==> config.mk <==
export PLATFORM = sky130hd
export DESIGN_NAME = uart_rx_ctrl
export DESIGN_NICKNAME = d
export VERILOG_FILES = /design/src/rtl/uart_rx_ctrl.sv
export SDC_FILE = /design/constraint.sdc
export NUM_CORES = 1
export LEC_CHECK = 0
export ABC_AREA = 1
export BUFFER_PORTS_ARGS = -buffer_cell sky130_fd_sc_hd__buf_2
export CAP_MARGIN = 5
export CORE_UTILIZATION = 50
export DETAILED_ROUTE_END_ITERATION = 16
export PLACE_DENSITY = 0.69
export SKIP_LAST_GASP = 1
export SYNTH_ARGS = -nofsm -noshare
export SYNTH_HDL_FRONTEND = slang
export SYNTH_SLANG_ARGS = --single-unit
==> constraint.sdc <==
create_clock -name clk -period 3.1 [get_ports clk]
set_input_delay 0.155 -clock clk [delete_from_list [all_inputs] [get_ports clk]]
set_output_delay 0.155 -clock clk [all_outputs]
set_load 0.01 [all_outputs]
==> src/rtl/uart_rx_ctrl.sv <==
// UART receive-side controller: receiver enable sequencing, show-ahead RX FIFO,
// sticky overrun, idle timeout and a combined interrupt request.
//
// state | meaning
// OFF   | receiver disabled, rx_valid ignored
// RUN   | receiver enabled by software
// DRAIN | software disabled mid-frame; keep receiving until the frame ends
module uart_rx_ctrl #(
    parameter int PAYLOAD_BITS   = 8,
    parameter int DEPTH          = 8,
    parameter int TIMEOUT_CYCLES = 4340,
    parameter int CW             = $clog2(DEPTH) + 1
) (
    input  logic                    clk,
    input  logic                    resetn,
    input  logic                    cfg_enable,
    input  logic [CW-1:0]           cfg_thresh,
    input  logic                    flush,
    input  logic                    ovr_clr,
    output logic                    rx_en,
    input  logic                    rx_busy,
    input  logic                    rx_valid,
    input  logic [PAYLOAD_BITS-1:0] rx_data,
    output logic                    rd_valid,
    input  logic                    rd_ready,
    output logic [PAYLOAD_BITS-1:0] rd_data,
    output logic [CW-1:0]           level,
    output logic                    overrun,
    output logic                    timeout,
    output logic                    irq,
    output logic                    clk_req
);

    localparam int AW = $clog2(DEPTH);
    localparam int TW = $clog2(TIMEOUT_CYCLES + 1);

    typedef enum logic [1:0] {
        ST_OFF   = 2'd0,
        ST_RUN   = 2'd1,
        ST_DRAIN = 2'd2
    } state_t;

    state_t state_q, state_d;

    logic [PAYLOAD_BITS-1:0] mem_q [DEPTH];
    logic [AW-1:0]           wr_ptr_q, rd_ptr_q;
    logic [CW-1:0]           level_q,  level_d;
    logic [TW-1:0]           tmo_cnt_q, tmo_cnt_d;
    logic                    overrun_q, overrun_d;

    logic push_req, pop, full, push_acc, drop;

    always_ff @(posedge clk or negedge resetn) begin
        if (!resetn) state_q <= ST_OFF;
        else         state_q <= state_d;
    end

    always_comb begin
        state_d = state_q;
        unique case (state_q)
            ST_OFF:   if (cfg_enable) state_d = ST_RUN;
            ST_RUN:   if (!cfg_enable) state_d = rx_busy ? ST_DRAIN : ST_OFF;
            ST_DRAIN: begin
                if (cfg_enable)    state_d = ST_RUN;
                else if (!rx_busy) state_d = ST_OFF;
            end
            default:  state_d = ST_OFF;
        endcase
    end

    always_comb begin
        rx_en = (state_q != ST_OFF);
    end

    // A flush wins over everything: same-cycle push is discarded silently and pop is moot.
    assign push_req = rx_valid && (state_q != ST_OFF);
    assign full     = (level_q == CW'(DEPTH));
    assign pop      = rd_valid && rd_ready && !flush;
    assign push_acc = push_req && !flush && (!full || pop);
    assign drop     = push_req && !flush && full && !pop;

    always_comb begin
        level_d = level_q;
        if (flush)
            level_d = '0;
        else if (push_acc && !pop)
            level_d = level_q + CW'(1);
        else if (pop && !push_acc)
            level_d = level_q - CW'(1);
    end

    assign overrun_d = drop || (overrun_q && !ovr_clr);

    always_comb begin
        tmo_cnt_d = tmo_cnt_q;
        if (level_q == '0 || push_req || pop || flush)
            tmo_cnt_d = '0;
        else if (tmo_cnt_q != TW'(TIMEOUT_CYCLES))
            tmo_cnt_d = tmo_cnt_q + TW'(1);
    end

    always_ff @(posedge clk or negedge resetn) begin
        if (!resetn) begin
            for (int i = 0; i < DEPTH; i++) mem_q[i] <= '0;
            wr_ptr_q  <= '0;
            rd_ptr_q  <= '0;
            level_q   <= '0;
            tmo_cnt_q <= '0;
            overrun_q <= 1'b0;
        end else begin
            if (push_acc) mem_q[wr_ptr_q] <= rx_data;
            if (flush) begin
                wr_ptr_q <= '0;
                rd_ptr_q <= '0;
            end else begin
                if (push_acc) wr_ptr_q <= wr_ptr_q + AW'(1);
                if (pop)      rd_ptr_q <= rd_ptr_q + AW'(1);
            end
            level_q   <= level_d;
            tmo_cnt_q <= tmo_cnt_d;
            overrun_q <= overrun_d;
        end
    end

    assign rd_valid = (level_q != '0);
    assign rd_data  = mem_q[rd_ptr_q];
    assign level    = level_q;
    assign overrun  = overrun_q;
    assign timeout  = (tmo_cnt_q == TW'(TIMEOUT_CYCLES));
    assign irq      = ((cfg_thresh != '0) && (level_q >= cfg_thresh)) || timeout || overrun_q;
    assign clk_req  = (state_q != ST_OFF) || (level_q != '0);

endmodule
==> results.cfg, run 1 <==
[logic_synthesis]
synth.yosys.seq_area_share_pct = 48.7
yosys.area.top_type = dfrtp_1
postSynthAreaPerCell_sq_um = 8.37
synth_top_area_share_pct = 48.7
yosysUniqueCellTypes = 30
synth.most_common_cell = nand2_1
synth_common_cells = nand2_1 (135), dfrtp_1 (90), nor2_1 (61), o21ai_0 (57), o21ai_1 (45)
ys.flop_type = dfrtp_1
synth-edff-count = 0
syn_area_sq_mm = 0.00463
syn-num-nets = 584
synthCells = 553
ys_async_sr_fraction_pct = 100
synth-seq-cells = 90
synth.area.top_cells = dfrtp_1 (49%), nand2_1 (11%), o21ai_0 (6.2%)
synth_warnings = 0

[grt]
grt_antenna_before_repair = 0
grt_pass1_vias = 3638
top_usage_layer = met2
grtUsageMet3_pct = 3.94
grt_overflow = 0
grt_util_met1_pct = 34.4
use_met2_pct = 37.4
grt_first_pass_wirelength_um = 18100
grt_max_degree = 53
grtUsageTotal_pct = 23.8

[timing]
max_freq_mhz = 391
skew_ps = 12.0
drv_slew = 0
fin_tns_setup_ps = 0
setup_violations = 0
hold_violations = 0
worst_pin_slew_ps = 675
fin_crit_ps = 2560
relSlewSlack_pct = 55.0
rsz0062_at_grt = false
fin_crit_sh_pct = 82.6

[power]
power_frac_comb_pct = 31.7
peakVddDrop_mv = 0.379
power.internal_uw = 2210
pwr-share-clk_pct = 26.0
power_density_mw_per_mm2 = 689
p_switching_uw = 1300
leakagePower_uw = 0.00246
sw_frac_of_total_pct = 37.0
p_seq_share_pct = 42.3

[floorplan]
die_area_sq_mm = 0.00965
io_pins = 38
row_count = 34
start_util_pct = 52.3
die_w_um = 98.2
core_area_sq_mm = 0.00885
die_y_um = 98.2

[min_path]
worstHoldPathType = input port to flop

[routing]
drtIter0Drc = 251
ant_nets = 0
firstDrtPassIters = 14
drt_wl_total_um = 10600
wl_per_cell_um = 15.0
num_vias = 3858
via_per_inst = 5.49
drc = 1

[finish]
area_growth_pct = 9.81
drive_gt1_share_pct = 13.4
fin_nets = 621
design_area_sq_mm = 0.00508
seq_area_sq_mm = 0.00225
multi_input_area_sq_mm = 0.00204
diodes = 0
final.fill_count = 825

[worst_setup_path]
start_kind = flop
r2r-end = level[3]
worstPathArrival_ps = 2410
cp_max_fo = 18
endpoint_kind = output port
r2r_slack_ps = 990
critPathSlowestCell = dfrtp_1
endpoint = rd_data[6]
ff2ff_path_depth = 12
slowest_delay_ps = 710
crit_path_start = rd_ptr_q[1]
path_cells = clkinv_1 > nor2_1 > o21ai_0 > a31oi_1 > buf_2
crit_required_ps = 2940
critPathKind = flop to output port
r2r_start = state_q[1]

[cts]
tritoncts = yes
clk_path_buf_depth = 2
cts_resized = 0
htree_levels = 3
ctsRootBufferMaster = clkbuf_8
clkTransAtPathRegs_ps = 90
worstSkewPairLatency_ps = 360
cts.sinks = 90
cts_made_buffers = 9

[job]
max_cap_violations = 0

[placement]
gp_congestion = 0.872
hpwl_um = 7450
place_area_sq_mm = 0.00484
place.port_buffers = 37

[run_status]
status = finished with violations
violations = design-rule violations
==> timing repair <==
action,4_1_cts,5_1_grt
setup endpoints to repair,0,0
hold buffers,2,0
setup buffers,0,0
endpoints found under the hold margin,51,0
==> cell type report <==
cell class | count | share of cell area (%)
repair buffers | 44 | 4.83
clock inverters | 7 | 1.99
flip-flops and latches | 90 | 44.3
well taps | 108 | 2.66
clock buffers | 9 | 2.44
multi-input cells | 397 | 40.2
inverters | 48 | 3.55
==> metal layers <==
metal	routed length, um	share of wire (%)
met2	4960	47
met3	506	4.8
met1	4980	47
met5	0	0
met4	119	1.1
==> worst max-delay path, delay by kind of cell (launching register included) <==
family	cells	cell delay, ps
buffers and inverters	2	730
and+or+nand+nor	1	260
AOI/OAI and AO/OA	2	340
DFF	1	710
==> placed cells by master, fill, tap and decap left out, drive strengths merged, types with 2 or more instances in the layout <==
cell         netlist  routed
nand2            136     136
o21ai            107     107
dfrtp             90      90
nor2              64      64
inv               46      48
buf               10      42
nand3             28      28
a21oi             22      22
ha                10      10
clkbuf             8       9
a31oi              8       8
nor3               7       7
nand4              4       4
xor2               4       4
clkinv             2       4
bufinv             0       2
dlygate4sd3        0       2
==> how the worst min path moves through the flow <==
stage / start / to / slack [ps] / cells past startpoint
detailed placement: resetn / level[2] / 240 / 1
CTS: rx_busy / state_q[1] / 2 / 3
global placement: resetn / level[1] / 230 / 1
global route: rx_busy / state_q[1] / 20 / 3
finish: rx_busy / state_q[1] / 6 / 3
floorplan: resetn / level[0] / -140 / 0
==> kinds of logic (layout without fill, tap and decap cells) <==
group | Yosys count | count (layout) | share of synthesized area, %
AND/OR/NAND/NOR | 241 | 241 | 24.2
flip-flops | 90 | 90 | 48.7
AO/OA/AOI/OAI | 140 | 140 | 15.9
adder cells (fa/ha/maj) | 11 | 11 | 3.14
buffers and inverters | 66 | 108 | 7.16
XOR/XNOR | 5 | 5 | 0.946
==> state kept, by name, summed over array words and instances (netlist names) <==
register   flops
rd_ptr_q       3
state_q        2
level          4
wr_ptr_q       3
overrun        1
mem_q         64
tmo_cnt_q     13
==> power by group through the flow <==
stage	clock network, uW	registers, uW	logic (uW)
after floorplan	0	1470	783
after global placement	0	1500	1080
after detailed placement	0	1500	1110
after CTS	917	1480	1120
after global routing	968	1500	1250
final	911	1480	1110
==> per-stage QoR <==
| step | util, % | setup slack, ps | instances | hold WS [ps] | power [uW] |
|---|---|---|---|---|---|
| 4_1_cts | 57.4 | 572 | 703 | 2.18 | 3520 |
| 3_3_place_gp | 54.7 | 1050 | 685 | 231 | 2570 |
| 2_1_floorplan | - | 1180 | 553 | -141 | 2260 |
| 3_5_place_dp | 54.7 | 993 | 685 | 242 | 2610 |
| 5_1_grt | 57.4 | 354 | 703 | 19.6 | 3720 |
| 6_report | 57.4 | 540 | 703 | 6.36 | 3500 |
Note: power is estimated with default switching activity, not from simulation.
==> run 2: changes to the inputs <==
- clock period: 3.1 -> 2.5 ns (I/O delays scaled with it)
==> run 2 against run 1 <==
Compared with the run above:
- the run now ends clean
- clock-buffer cell count stayed put
- via count is 0.16% higher
- utilization is 0.47 points higher
- first-iteration DRC count is 12% higher
- sequential power is 23% higher
- flip-flop and latch count stayed put
- final cell count is 0.71% higher
- worst hold slack better by 77 ps
- power is 24% higher
- wire length is 2.0% lower
- critical path depth stayed put
- global-route usage is 0.24 points lower
- highest routed layer unchanged
==> results.cfg, run 2 (same netlist as run 1, synthesis figures left out) <==
[worst_setup_path]
endpoint_kind = output port
path_delay_family = buffers and inverters
r2r_slack_ps = 380
critical_path_buf_inv_count = 2
start_kind = flop
critPathSlowestCell = clkinv_1
cp_max_fo = 17
critPathKind = flop to output port
path_cells = clkinv_1 > nor2_1 > o21ai_0 > a31oi_1 > buf_2
worstPathArrival_ps = 2030
slowest_delay_ps = 470
crit_required_ps = 2380

[cts]
post_cts_buffers = 0
cts_made_buffers = 9
tritoncts = yes
clk_path_buf_depth = 2
ctsRootBufferMaster = clkbuf_8
worstSkewPairLatency_ps = 370
htree_levels = 3
cts.sinks = 90
clkTransAtPathRegs_ps = 90

[routing]
firstDrtPassIters = 7
drc = 0
num_vias = 3864
wl_per_cell_um = 14.6
via_per_inst = 5.46
ant_nets = 0
drtIter0Drc = 281
drt_wl_total_um = 10400

[grt]
grtUsageMet3_pct = 4.65
grtUsageTotal_pct = 23.5
grt_max_degree = 44
top_usage_layer = met2
grt_pass1_vias = 3625
grt_antenna_before_repair = 0
grt_util_met1_pct = 32.7
use_met2_pct = 37.8
grt_overflow = 0
grt_first_pass_wirelength_um = 17900

[finish]
largest_reg_flops = 64
final_common_cell = nand2_1
area_growth_pct = 10.7
fin_nets = 626
diodes = 0
regMostFlops = mem_q
fin_cells = 708
drive_gt1_share_pct = 13.8
layout_common_cells = nand2_1 (135), dfrtp_1 (90), nor2_1 (61)

[timing]
hold_violations = 0
drv_slew = 0
fin_tns_setup_ps = 0
rsz0062_at_grt = false
max_freq_mhz = 464
setup_violations = 0
fin_crit_ps = 2160
fin_crit_sh_pct = 86.2
relSlewSlack_pct = 60.2
skew_ps = 6.27
worst_pin_slew_ps = 595

[power]
peakVddDrop_mv = 0.486
power.total_uw = 4350
leakagePower_uw = 0.00248
power_density_mw_per_mm2 = 849

[floorplan]
die_y_um = 98.2
core_area_sq_mm = 0.00885
io_pins = 38
start_util_pct = 52.3
die_area_sq_mm = 0.00965
die_w_um = 98.2
row_count = 34

[run_status]
status = completed

[job]
max_cap_violations = 0

[placement]
dp_cells = 688
gp_congestion = 0.835
hpwl_um = 7150
place.port_buffers = 37

[min_path]
worstHoldPathType = input port to flop
==> run 2: cell types whose count changed in the layout (fill, tap and decap cells not counted), sizes merged <==
cell,before,now
clkinvlp,1,3
dlygate4sd3,2,4
clkinv,4,2
buf,42,45
==> run 2: layout make-up <==
cell class                 instances  area [sq um]
fill                             782          3720
inverter                          48           180
sequential                        90          2250
clock buffer                       9           124
multi-input combinational        397          2040
clock inverter                     7           100
timing repair buffer              49           288
tap                              108           135
==> run 2: worst paths after layout <==
check	start	end	depth (start not counted)
worst max-delay path	rd_ptr_q[1]	rd_data[4]	5
worst min-delay path	flush	level[3]	4
worst max register to register	level[3]	level[3]	13
worst min register to register	mem_q[61]	mem_q[61]	2
max in group asynchronous	resetn	mem_q[24]	3
min in group asynchronous	resetn	level[1]	2
==> run 2: metrics by stage <==
stage / hold slack, ps / instance area [sq um] / worst slack (ps) / utilization, %
after CTS: 71.3 / 5120 / 352 / 57.9
final: 83.3 / 5120 / 344 / 57.9
after detailed placement: 143 / 4860 / 423 / 54.9
after floorplan: -171 / 4630 / 584 / -
after global routing: 101 / 5120 / 166 / 57.9
after global placement: 147 / 4860 / 566 / 54.9
==> run 2: report_power, final <==
part | switching [uW] | total [uW] | internal (uW) | leakage, uW
clock network | 557 | 1130 | 570 | 0.000102
registers | 161 | 1820 | 1660 | 0.00122
logic | 888 | 1410 | 520 | 0.00115
==> run 2: per-layer routing <==
metal,part of all wire [%],up-vias
li1,-,1910
met3,5.1,11
met1,46,1843
met2,47,100
met5,0,-
met4,1.2,0
==> run 2: worst register-to-register path, cell delays in order, from the launching register on <==
cell	delay, ps
dfrtp_1	470
inv_1	90
nor2_1	240
nand2_1	150
nand3_4	130
ha_1	270
a21oi_1	220
nand3_1	100
nand2_1	100
inv_1	50
nand2_1	50
nand2_1	50
nand2_1	50
nand2_1	40
==> run 2: timing repair <==
item,4_1_cts,5_1_grt
hold buffers,4,0
hold endpoints to repair,43,0
gates resized for setup,0,0
